==> src/rtl/v_border_pkg.sv <==
// Shared types and helpers for the vertical border mask generator.
// Used by wrap_ctr and v_border_mask_genr.
package v_border_pkg;

  localparam int CTR_W = 16;

  typedef enum logic [1:0] {
    FILL  = 2'd0,
    RUN   = 2'd1,
    FLUSH = 2'd2
  } state_t;

  function automatic int pad_rows(input int ker);
    return (ker - 1) / 2;
  endfunction

endpackage

==> src/rtl/wrap_ctr.sv <==
// Column/row counter pair with wrap at the configured lengths.
// Synchronous clear takes priority over enable.
module wrap_ctr
  import v_border_pkg::*;
#(
  parameter logic [CTR_W-1:0] COL_LEN = 16'd520,
  parameter logic [CTR_W-1:0] ROW_LEN = 16'd520
) (
  input  logic             clk,
  input  logic             rst_n,
  input  logic             en,
  input  logic             clr,
  output logic [CTR_W-1:0] col,
  output logic [CTR_W-1:0] row,
  output logic             last_col,
  output logic             last_row
);

  assign last_col = (col == COL_LEN - CTR_W'(1));
  assign last_row = (row == ROW_LEN - CTR_W'(1));

  always_ff @(posedge clk or negedge rst_n) begin
    if (!rst_n) begin
      col <= '0;
      row <= '0;
    end else if (clr) begin
      col <= '0;
      row <= '0;
    end else if (en) begin
      if (last_col) begin
        col <= '0;
        row <= last_row ? '0 : row + CTR_W'(1);
      end else begin
        col <= col + CTR_W'(1);
      end
    end
  end

endmodule

==> src/rtl/v_border_mask_genr.sv <==
// Vertical border mask generator: fill, run and flush of padding rows.
// Define VBORDER_FRAME_CNT_EN to add the frame_cnt output.
module v_border_mask_genr
  import v_border_pkg::*;
#(
  parameter logic [CTR_W-1:0] HIM_LEN   = 16'd520,
  parameter logic [CTR_W-1:0] VIM_LEN   = 16'd520,
  parameter int               VKER_SIZE = 3
) (
  input  logic                 clk,
  input  logic                 vres_n,
  input  logic                 vclrbuffer,
  input  logic                 pix_valid,
  output logic                 pix_ready,
  output logic                 out_valid,
  input  logic                 out_ready,
  output logic [VKER_SIZE-2:0] vtop,
  output logic [VKER_SIZE-2:0] vout,
  output logic                 sof,
  output logic                 eol,
  output logic                 eof
`ifdef VBORDER_FRAME_CNT_EN
  ,
  output logic [CTR_W-1:0]     frame_cnt
`endif
);

  localparam int P = pad_rows(VKER_SIZE);
  localparam logic [CTR_W-1:0] FILL_ROW = CTR_W'(P - 1);
  localparam logic [CTR_W-1:0] COL_END = HIM_LEN - CTR_W'(1);
  localparam logic [CTR_W-1:0] ROW_END = VIM_LEN - CTR_W'(1);

  state_t state, state_nxt;

  logic             in_hs;
  logic             out_hs;
  logic [CTR_W-1:0] in_col;
  logic [CTR_W-1:0] in_row;
  logic [CTR_W-1:0] out_col;
  logic [CTR_W-1:0] out_row;
  logic             in_lc;
  logic             in_lr;
  logic             out_lc;
  logic             out_lr;

  assign in_hs  = pix_valid & pix_ready;
  assign out_hs = out_valid & out_ready;

  wrap_ctr #(
    .COL_LEN (HIM_LEN),
    .ROW_LEN (VIM_LEN)
  ) u_in_ctr (
    .clk      (clk),
    .rst_n    (vres_n),
    .en       (in_hs),
    .clr      (vclrbuffer),
    .col      (in_col),
    .row      (in_row),
    .last_col (in_lc),
    .last_row (in_lr)
  );

  wrap_ctr #(
    .COL_LEN (HIM_LEN),
    .ROW_LEN (VIM_LEN)
  ) u_out_ctr (
    .clk      (clk),
    .rst_n    (vres_n),
    .en       (out_hs),
    .clr      (vclrbuffer),
    .col      (out_col),
    .row      (out_row),
    .last_col (out_lc),
    .last_row (out_lr)
  );

  always_ff @(posedge clk or negedge vres_n) begin
    if (!vres_n) begin
      state <= FILL;
    end else if (vclrbuffer) begin
      state <= FILL;
    end else begin
      state <= state_nxt;
    end
  end

  // Transitions use the raw handshake terms of each state.
  always_comb begin
    pix_ready = 1'b0;
    out_valid = 1'b0;
    state_nxt = state;
    unique case (state)
      FILL: begin
        pix_ready = 1'b1;
        if (pix_valid && in_col == COL_END && in_row == FILL_ROW)
          state_nxt = RUN;
      end
      RUN: begin
        pix_ready = out_ready;
        out_valid = pix_valid;
        if (pix_valid && out_ready && in_lc && in_lr)
          state_nxt = FLUSH;
      end
      FLUSH: begin
        out_valid = 1'b1;
        if (out_ready && eof)
          state_nxt = FILL;
      end
      default: state_nxt = FILL;
    endcase
  end

  assign sof = (out_row == '0) && (out_col == '0);
  assign eol = out_lc;
  assign eof = out_lc & out_lr;

  always_comb begin
    vtop = '1;
    vout = '1;
    for (int i = 0; i < VKER_SIZE - 1; i++) begin
      if (out_row == CTR_W'(i))
        vtop[i] = 1'b0;
      if (out_row == ROW_END - CTR_W'(i))
        vout[i] = 1'b0;
    end
  end

`ifdef VBORDER_FRAME_CNT_EN
  always_ff @(posedge clk or negedge vres_n) begin
    if (!vres_n) begin
      frame_cnt <= '0;
    end else if (vclrbuffer) begin
      frame_cnt <= '0;
    end else if (out_hs && eof) begin
      frame_cnt <= frame_cnt + CTR_W'(1);
    end
  end
`endif

endmodule
==> config.mk <==
export PLATFORM = sky130hd
export DESIGN_NAME = v_border_mask_genr
export DESIGN_NICKNAME = d
export VERILOG_FILES = /design/src/rtl/v_border_pkg.sv /design/src/rtl/wrap_ctr.sv /design/src/rtl/v_border_mask_genr.sv
export SDC_FILE = /design/constraint.sdc
export NUM_CORES = 1
export LEC_CHECK = 0
export CORE_AREA = 2 2 118 120
export CTS_CLUSTER_SIZE = 8
export DETAILED_ROUTE_END_ITERATION = 10
export DIE_AREA = 0 0 120 122
export PLACE_DENSITY_LB_ADDON = 0.08
export SETUP_SLACK_MARGIN = 0.2
export SLEW_MARGIN = 5
export SYNTH_ARGS = -nofsm -noshare
export SYNTH_HDL_FRONTEND = slang
export SYNTH_SLANG_ARGS = --single-unit
==> constraint.sdc <==
create_clock -name clk -period 2.7 [get_ports clk]
set_clock_uncertainty 0.2 [all_clocks]
set_input_delay 0.27 -clock clk [delete_from_list [all_inputs] [get_ports clk]]
set_output_delay 0.27 -clock clk [all_outputs]
set_load 0.03 [all_outputs]
==> key figures, run 1 <==
Yosys
  • Top post-synthesis cells by area: dfrtp_1 42%, o21ai_0 5.1%, ha_1 4.1%
  • Mapped Area: 3963 um^2
  • Flops & latches, synth: 66
  • Synth top area share: 0.4168
  • Synth warnings: 0
  • Syn_nets: 461
  • Top cells by count, synth: 66 x dfrtp_1, 40 x o21ai_0, 38 x nor2_1, 33 x nand2_1, 27 x nand3_1
  • Top cell type by total area after synthesis: dfrtp_1
  • Most numerous cell in the Yosys netlist: dfrtp_1
  • Cells after synthesis: 443
  • Yosys cell types: 53
  • EDFF count, synth: 0
  • Post-synthesis sequential area ratio: 0.4168
  • Main synth FF type: dfrtp_1
  • Fraction of registers with async set/reset: 1.000
  • Syn Area/Cell: 8.945 um^2

Finish
  • Util after Layout: 0.3638
  • Area occupied by multi-input gates: 2267 um^2
  • Filler cell count: 1370
  • Area growth syn-to-layout: 23.97%
  • Antenna Cells: 0
  • Layout Nets: 506
  • Register area: 1652 um^2
  • Layout cells sized above 1: 0.1663

Global routing
  • GRT Util Overall: 0.1491
  • Met2 Use GR: 0.2390
  • GR Util met1: 0.1949
  • Met3 usage: 0.02996
  • Global-route wire length before repair: 17270 um
  • GRT busiest layer: met2
  • Pin count of the biggest net entering global routing: 46
  • GRT Residual Overflow: 0
  • Number of global-route vias before repair: 3462
  • Initial antenna violation count: 0

Placed design
  • Worst slack, placed: 0.1220 ns
  • Detailed Place HPWL: 6967 um
  • IO buf count: 13
  • Final Wtd Congestion: 0.7264

Power
  • Sequential Power Share: 0.409
  • Pwr/cell area: 509.8 nW/um^2
  • Clock share of power: 0.446
  • Worst VDD drop: 0.2651 mV
  • Sw Share: 0.2840
  • Combinational share of power: 0.145
  • Pint: 0.001793 W
  • Net switching power: 0.0007111 W
  • Total power: 0.002504 W
  • Leak: 2.044 nW

Die
  • CORE AREA: 13500 um^2
  • Die footprint: 14640 um^2
  • Die Ht: 122 um
  • Initial cell density of the core: 0.2934
  • Die Wd: 120 um
  • Rows: 43
  • I/O pins: 14

Flow run
  • Max-cap violations: 0

Clocking
  • Clk_lat worst skew: 0.34 ns
  • Clock transition at the registers of the reported paths: 0.06 ns
  • H-tree levels: 3
  • CTS root buffer: clkbuf_16
  • Clock buffer depth: 2
  • Number of clock sinks: 66
  • CTS buffer count: 9
  • CTS tree: done

STA
  • RSZ-0062 raised after global routing: yes
  • Final WS setup: 0.1512 ns
  • Slew Viols, Final: 0
  • Setup Viol. Count Final: 0
  • Period minus WS final: 2.549 ns
  • Relative slew margins: 0.6084
  • Slew @ Worst Pin: 0.5852 ns
  • WHS: 0.2525 ns
  • Fmax: 392.3 MHz
  • Hold Fails Final Rpt: 0
  • Fin crit share: 0.9440
  • Final setup TNS: 0 ns

Hold path
  • Worst Hold Class: input pin to asynchronous set/reset pin

Setup path
  • WP data arrival: 2.08 ns
  • Setup crit start kind: flop
  • Crit Path Category: flop to primary output
  • Critical Path Sink Type: primary output
  • Flop2flop setup slack: 0.29 ns
  • WP data required: 2.23 ns
  • CP Max Fanout: 4

Detailed routing
  • Vias/cell: 5.259
  • DRT Wirelength: 10200 um
  • Iteration-0 DRC Markers: 240
  • DRC Markers: 0
  • Pre-Repair DR Iteration Count: 5
  • Vias: 3539
  • Drt wl/cell: 15.16 um
  • Final ANT Viol Nets: 0

Status
  • Status: finished clean
==> kinds of logic (layout without fill, tap and decap cells) <==
family	Yosys count	count (layout)	share of synthesized area
AND/OR/NAND/NOR	196	196	0.2728
XOR/XNOR	19	19	0.04200
buffers and inverters	36	86	0.03789
AO/OA/AOI/OAI	112	112	0.1866
adder cells (fa/ha/maj)	13	13	0.04105
multiplexers	1	1	0.002842
flip-flops	66	66	0.4168
==> worst paths after layout <==
path,start,to,cells after the start
max in group asynchronous,vres_n,u_in_ctr.col[4]$_DFFE_PN0P_,3
max,u_out_ctr.row[8]$_DFFE_PN0P_,vtop[0],6
min in group clk,u_in_ctr.row[15]$_DFFE_PN0P_,u_in_ctr.row[15]$_DFFE_PN0P_,1
min reg2reg,u_in_ctr.row[15]$_DFFE_PN0P_,u_in_ctr.row[15]$_DFFE_PN0P_,1
max reg2reg,u_out_ctr.row[8]$_DFFE_PN0P_,u_out_ctr.row[15]$_DFFE_PN0P_,7
min,vres_n,u_out_ctr.col[6]$_DFFE_PN0P_,2
==> power groups by stage <==
stage / logic (W) / clock network (W) / registers (W)
finish: 0.000363 / 0.00112 / 0.00102
global route: 0.000403 / 0.00120 / 0.00103
CTS: 0.000364 / 0.00115 / 0.00102
detailed placement: 0.000367 / 0 / 0.00104
global placement: 0.000370 / 0 / 0.00104
floorplan: 0.000218 / 0 / 0.00104
==> critical path, stage by stage, from the launching register on <==
cell and delay (ns):
dfrtp_1 0.37, or4_4 0.57, nor3_4 0.27, buf_4 0.16
nand3_4 0.06, buf_4 0.14, buf_2 0.16
==> state kept, by name, summed over array words and instances (netlist names) <==
register / count
u_in_ctr.row: 16
state: 2
u_out_ctr.col: 16
u_in_ctr.col: 16
u_out_ctr.row: 16
==> routing by layer <==
| metal | vias up | share of wire |
|---|---|---|
| li1 | 1758 | - |
| met1 | 1716 | 0.50 |
| met2 | 51 | 0.46 |
| met3 | 14 | 0.030 |
| met4 | 0 | 0.020 |
| met5 | - | 0 |
==> area by class of cell <==
class / instances / area share
clock buffer: 10 / 0.04865
clock inverter: 6 / 0.008406
inverter: 18 / 0.01375
multi-input combinational: 341 / 0.4615
sequential: 66 / 0.3362
tap: 180 / 0.04585
timing repair buffer: 52 / 0.08558
==> cells in the final DEF (no fill, tap or decap), drive strengths merged, types with 4 or more instances in the layout <==
cell type,synthesis,layout
a31oi,14,14
nand2b,6,6
buf,5,43
or4,10,10
nand2,33,33
and3,13,13
a41oi,4,4
nor3,13,13
or3,4,4
nor4,15,15
xnor2,13,13
dfrtp,66,66
o21ai,43,43
xor2,6,6
and2,4,4
nand3,27,27
inv,18,19
o31ai,18,18
ha,13,13
a21o,5,5
a21oi,13,13
nand4,19,19
clkbuf,13,11
nor2,38,38
==> repair_timing <==
action / in CTS / in global routing
pin swaps: 2 / 6
hold buffers: 1 / 0
buffers inserted: 1 / 7
endpoints found under the hold margin: 21 / 0
resized for setup: 20 / 14
endpoints found under the setup margin: 9 / 15
==> through the flow <==
step | instance area (um^2) | instances
after floorplan | 3998 | 443
after global placement | 4498 | 648
after detailed placement | 4498 | 648
after CTS | 4802 | 666
after global routing | 4912 | 673
final | 4912 | 673
No activity file was read; power rests on OpenSTA's default activity.
==> inputs of run 2 (changes only) <==
--- a/config.mk
+++ b/config.mk
@@ -9,9 +9,11 @@
 export CTS_CLUSTER_SIZE = 8
 export DETAILED_ROUTE_END_ITERATION = 10
 export DIE_AREA = 0 0 120 122
+export GPL_ROUTABILITY_DRIVEN = 0
 export PLACE_DENSITY_LB_ADDON = 0.08
 export SETUP_SLACK_MARGIN = 0.2
 export SLEW_MARGIN = 5
 export SYNTH_ARGS = -nofsm -noshare
 export SYNTH_HDL_FRONTEND = slang
 export SYNTH_SLANG_ARGS = --single-unit
+export TNS_END_PERCENT = 30
==> run 2 against run 1 <==
Net effect: count of clock-buffer cells in the layout unchanged; critical path depth unchanged; clock power about the same; final area down 1.8%; sequential power about the same; fmax up 0.12%; global-route usage about the same; total power about the same; critical path type unchanged; largest power group unchanged; highest routed layer unchanged.
==> key figures, run 2 (synthesis results as in run 1) <==
Hold path
  • Worst Hold Class: input pin to asynchronous set/reset pin

Finish
  • Area growth syn-to-layout: 21.76%
  • Commonest non-fill, non-tap cell in the layout: dfrtp_1
  • Final Non-Filler Cells: 670
  • Layout Nets: 503
  • Filler cell count: 1384
  • Layout cells sized above 1: 0.1490
  • Commonest non-fill, non-tap cells in the layout: 66 x dfrtp_1, 40 x o21ai_0, 37 x nor2_1
  • Antenna Cells: 0

Setup path
  • WP data required: 2.23 ns
  • Max stage delay on crit path: 0.57 ns
  • Slowest stage cell, crit path: or4_4
  • Critical Path Sink Type: primary output
  • Cells along the critical path: or4_4, nor3_4, nand4_1, buf_4, nor2_4, buf_6
  • WP data arrival: 2.08 ns
  • Setup crit start kind: flop
  • CP Max Fanout: 4
  • Crit Path Category: flop to primary output

Placed design
  • Detailed Place HPWL: 6967 um
  • IO buf count: 13
  • Placed insts: 648

Global routing
  • GRT Util Overall: 0.1489
  • Global-route wire length before repair: 17240 um
  • Pin count of the biggest net entering global routing: 46
  • Initial antenna violation count: 0
  • Number of global-route vias before repair: 3453
  • GRT Residual Overflow: 0

Detailed routing
  • Drt wl/cell: 15.09 um
  • DRT Wirelength: 10110 um
  • Pre-Repair DR Iteration Count: 4
  • DRC Markers: 0
  • Final ANT Viol Nets: 0
  • Vias: 3529
  • Iteration-0 DRC Markers: 247
  • Vias/cell: 5.267

Clocking
  • Clk_lat worst skew: 0.34 ns
  • Clock transition at the registers of the reported paths: 0.06 ns
  • CTS root buffer: clkbuf_16
  • H-tree levels: 3
  • Number of clock sinks: 66
  • CTS tree: done
  • Clock buffer depth: 2
  • CTS buffer count: 9

STA
  • Setup Viol. Count Final: 0
  • Period minus WS final: 2.546 ns
  • Final setup TNS: 0 ns
  • Fmax: 392.8 MHz
  • WHS: 0.2547 ns
  • Fin crit share: 0.9429
  • Slew Viols, Final: 0
  • Slew @ Worst Pin: 0.5958 ns
  • RSZ-0062 raised after global routing: yes
  • Hold Fails Final Rpt: 0
  • Relative slew margins: 0.6013

Die
  • Die Ht: 122 um
  • CORE AREA: 13500 um^2
  • Die Wd: 120 um
  • I/O pins: 14
  • Die footprint: 14640 um^2
  • Rows: 43
  • Initial cell density of the core: 0.2934

Flow run
  • Max-cap violations: 0

Power
  • Worst VDD drop: 0.2636 mV
  • Leak: 2.006 nW
  • Pwr/cell area: 519.1 nW/um^2
  • Total power: 0.002505 W

Status
  • Status: finished clean
==> run 2: where the power goes <==
part	total, W	leakage (nW)	internal, W	switching (W)
logic	0.000365	0.955	0.000141	0.000224
clock network	0.00111	0.131	0.000646	0.000469
registers	0.00102	0.920	0.00101	0.0000158
==> run 2: through the flow <==
step           setup WS [ns]  area (um^2)  utilization
2_1_floorplan         0.2016         3998            -
3_3_place_gp          0.1481         4498       0.3331
3_5_place_dp          0.1220         4498       0.3331
4_1_cts              0.09599         4785       0.3543
5_1_grt              0.02520         4825       0.3573
6_report              0.1542         4825       0.3573
==> run 2: cell type report <==
cell class                      count  area [um^2]  area share
Multi-Input combinational cell    341         2203      0.4567
Sequential cell                    66         1652      0.3423
Timing Repair Buffer               49        396.6     0.08221
Clock buffer                       10        239.0     0.04953
Tap cell                          180        225.2     0.04668
Inverter                           18        67.56     0.01400
Clock inverter                      6        41.29    0.008558
==> run 2: layer usage <==
metal,GRT usage,up-vias,part of all wire,wire (um)
met2,0.2383,58,0.45,4577
met1,0.1949,1708,0.50,5040
met3,0.02996,12,0.030,299
met4,0.06544,0,0.019,194
li1,-,1751,-,-
met5,0,-,0,0
==> run 2: repair_timing <==
item	4_1_cts	5_1_grt
hold endpoints to repair	21	0
pin swaps	1	6
hold buffers	1	0
endpoints found under the setup margin	9	16
buffers inserted	0	5
resized for setup	12	8
==> run 2: final timing paths <==
check                           cells after the start                          start                            to  slack, ns
worst min register to register                      1   u_in_ctr.row[15]$_DFFE_PN0P_  u_in_ctr.row[15]$_DFFE_PN0P_       0.28
max in group asynchronous                           3                         vres_n   u_in_ctr.col[4]$_DFFE_PN0P_       1.40
min in group clk                                    1   u_in_ctr.row[15]$_DFFE_PN0P_  u_in_ctr.row[15]$_DFFE_PN0P_       0.28
worst max register to register                      7  u_out_ctr.row[11]$_DFFE_PN0P_  u_out_ctr.row[8]$_DFFE_PN0P_       0.26
worst max-delay path                                6  u_out_ctr.row[11]$_DFFE_PN0P_                           eof       0.15
worst min-delay path                                2                         vres_n  u_out_ctr.col[6]$_DFFE_PN0P_       0.25
==> run 2: critical path, delay by kind of cell (launching register included) <==
kind	cells	cell delay, ns
flops	1	0.37
buf+inv	2	0.30
simple gates	4	1.05
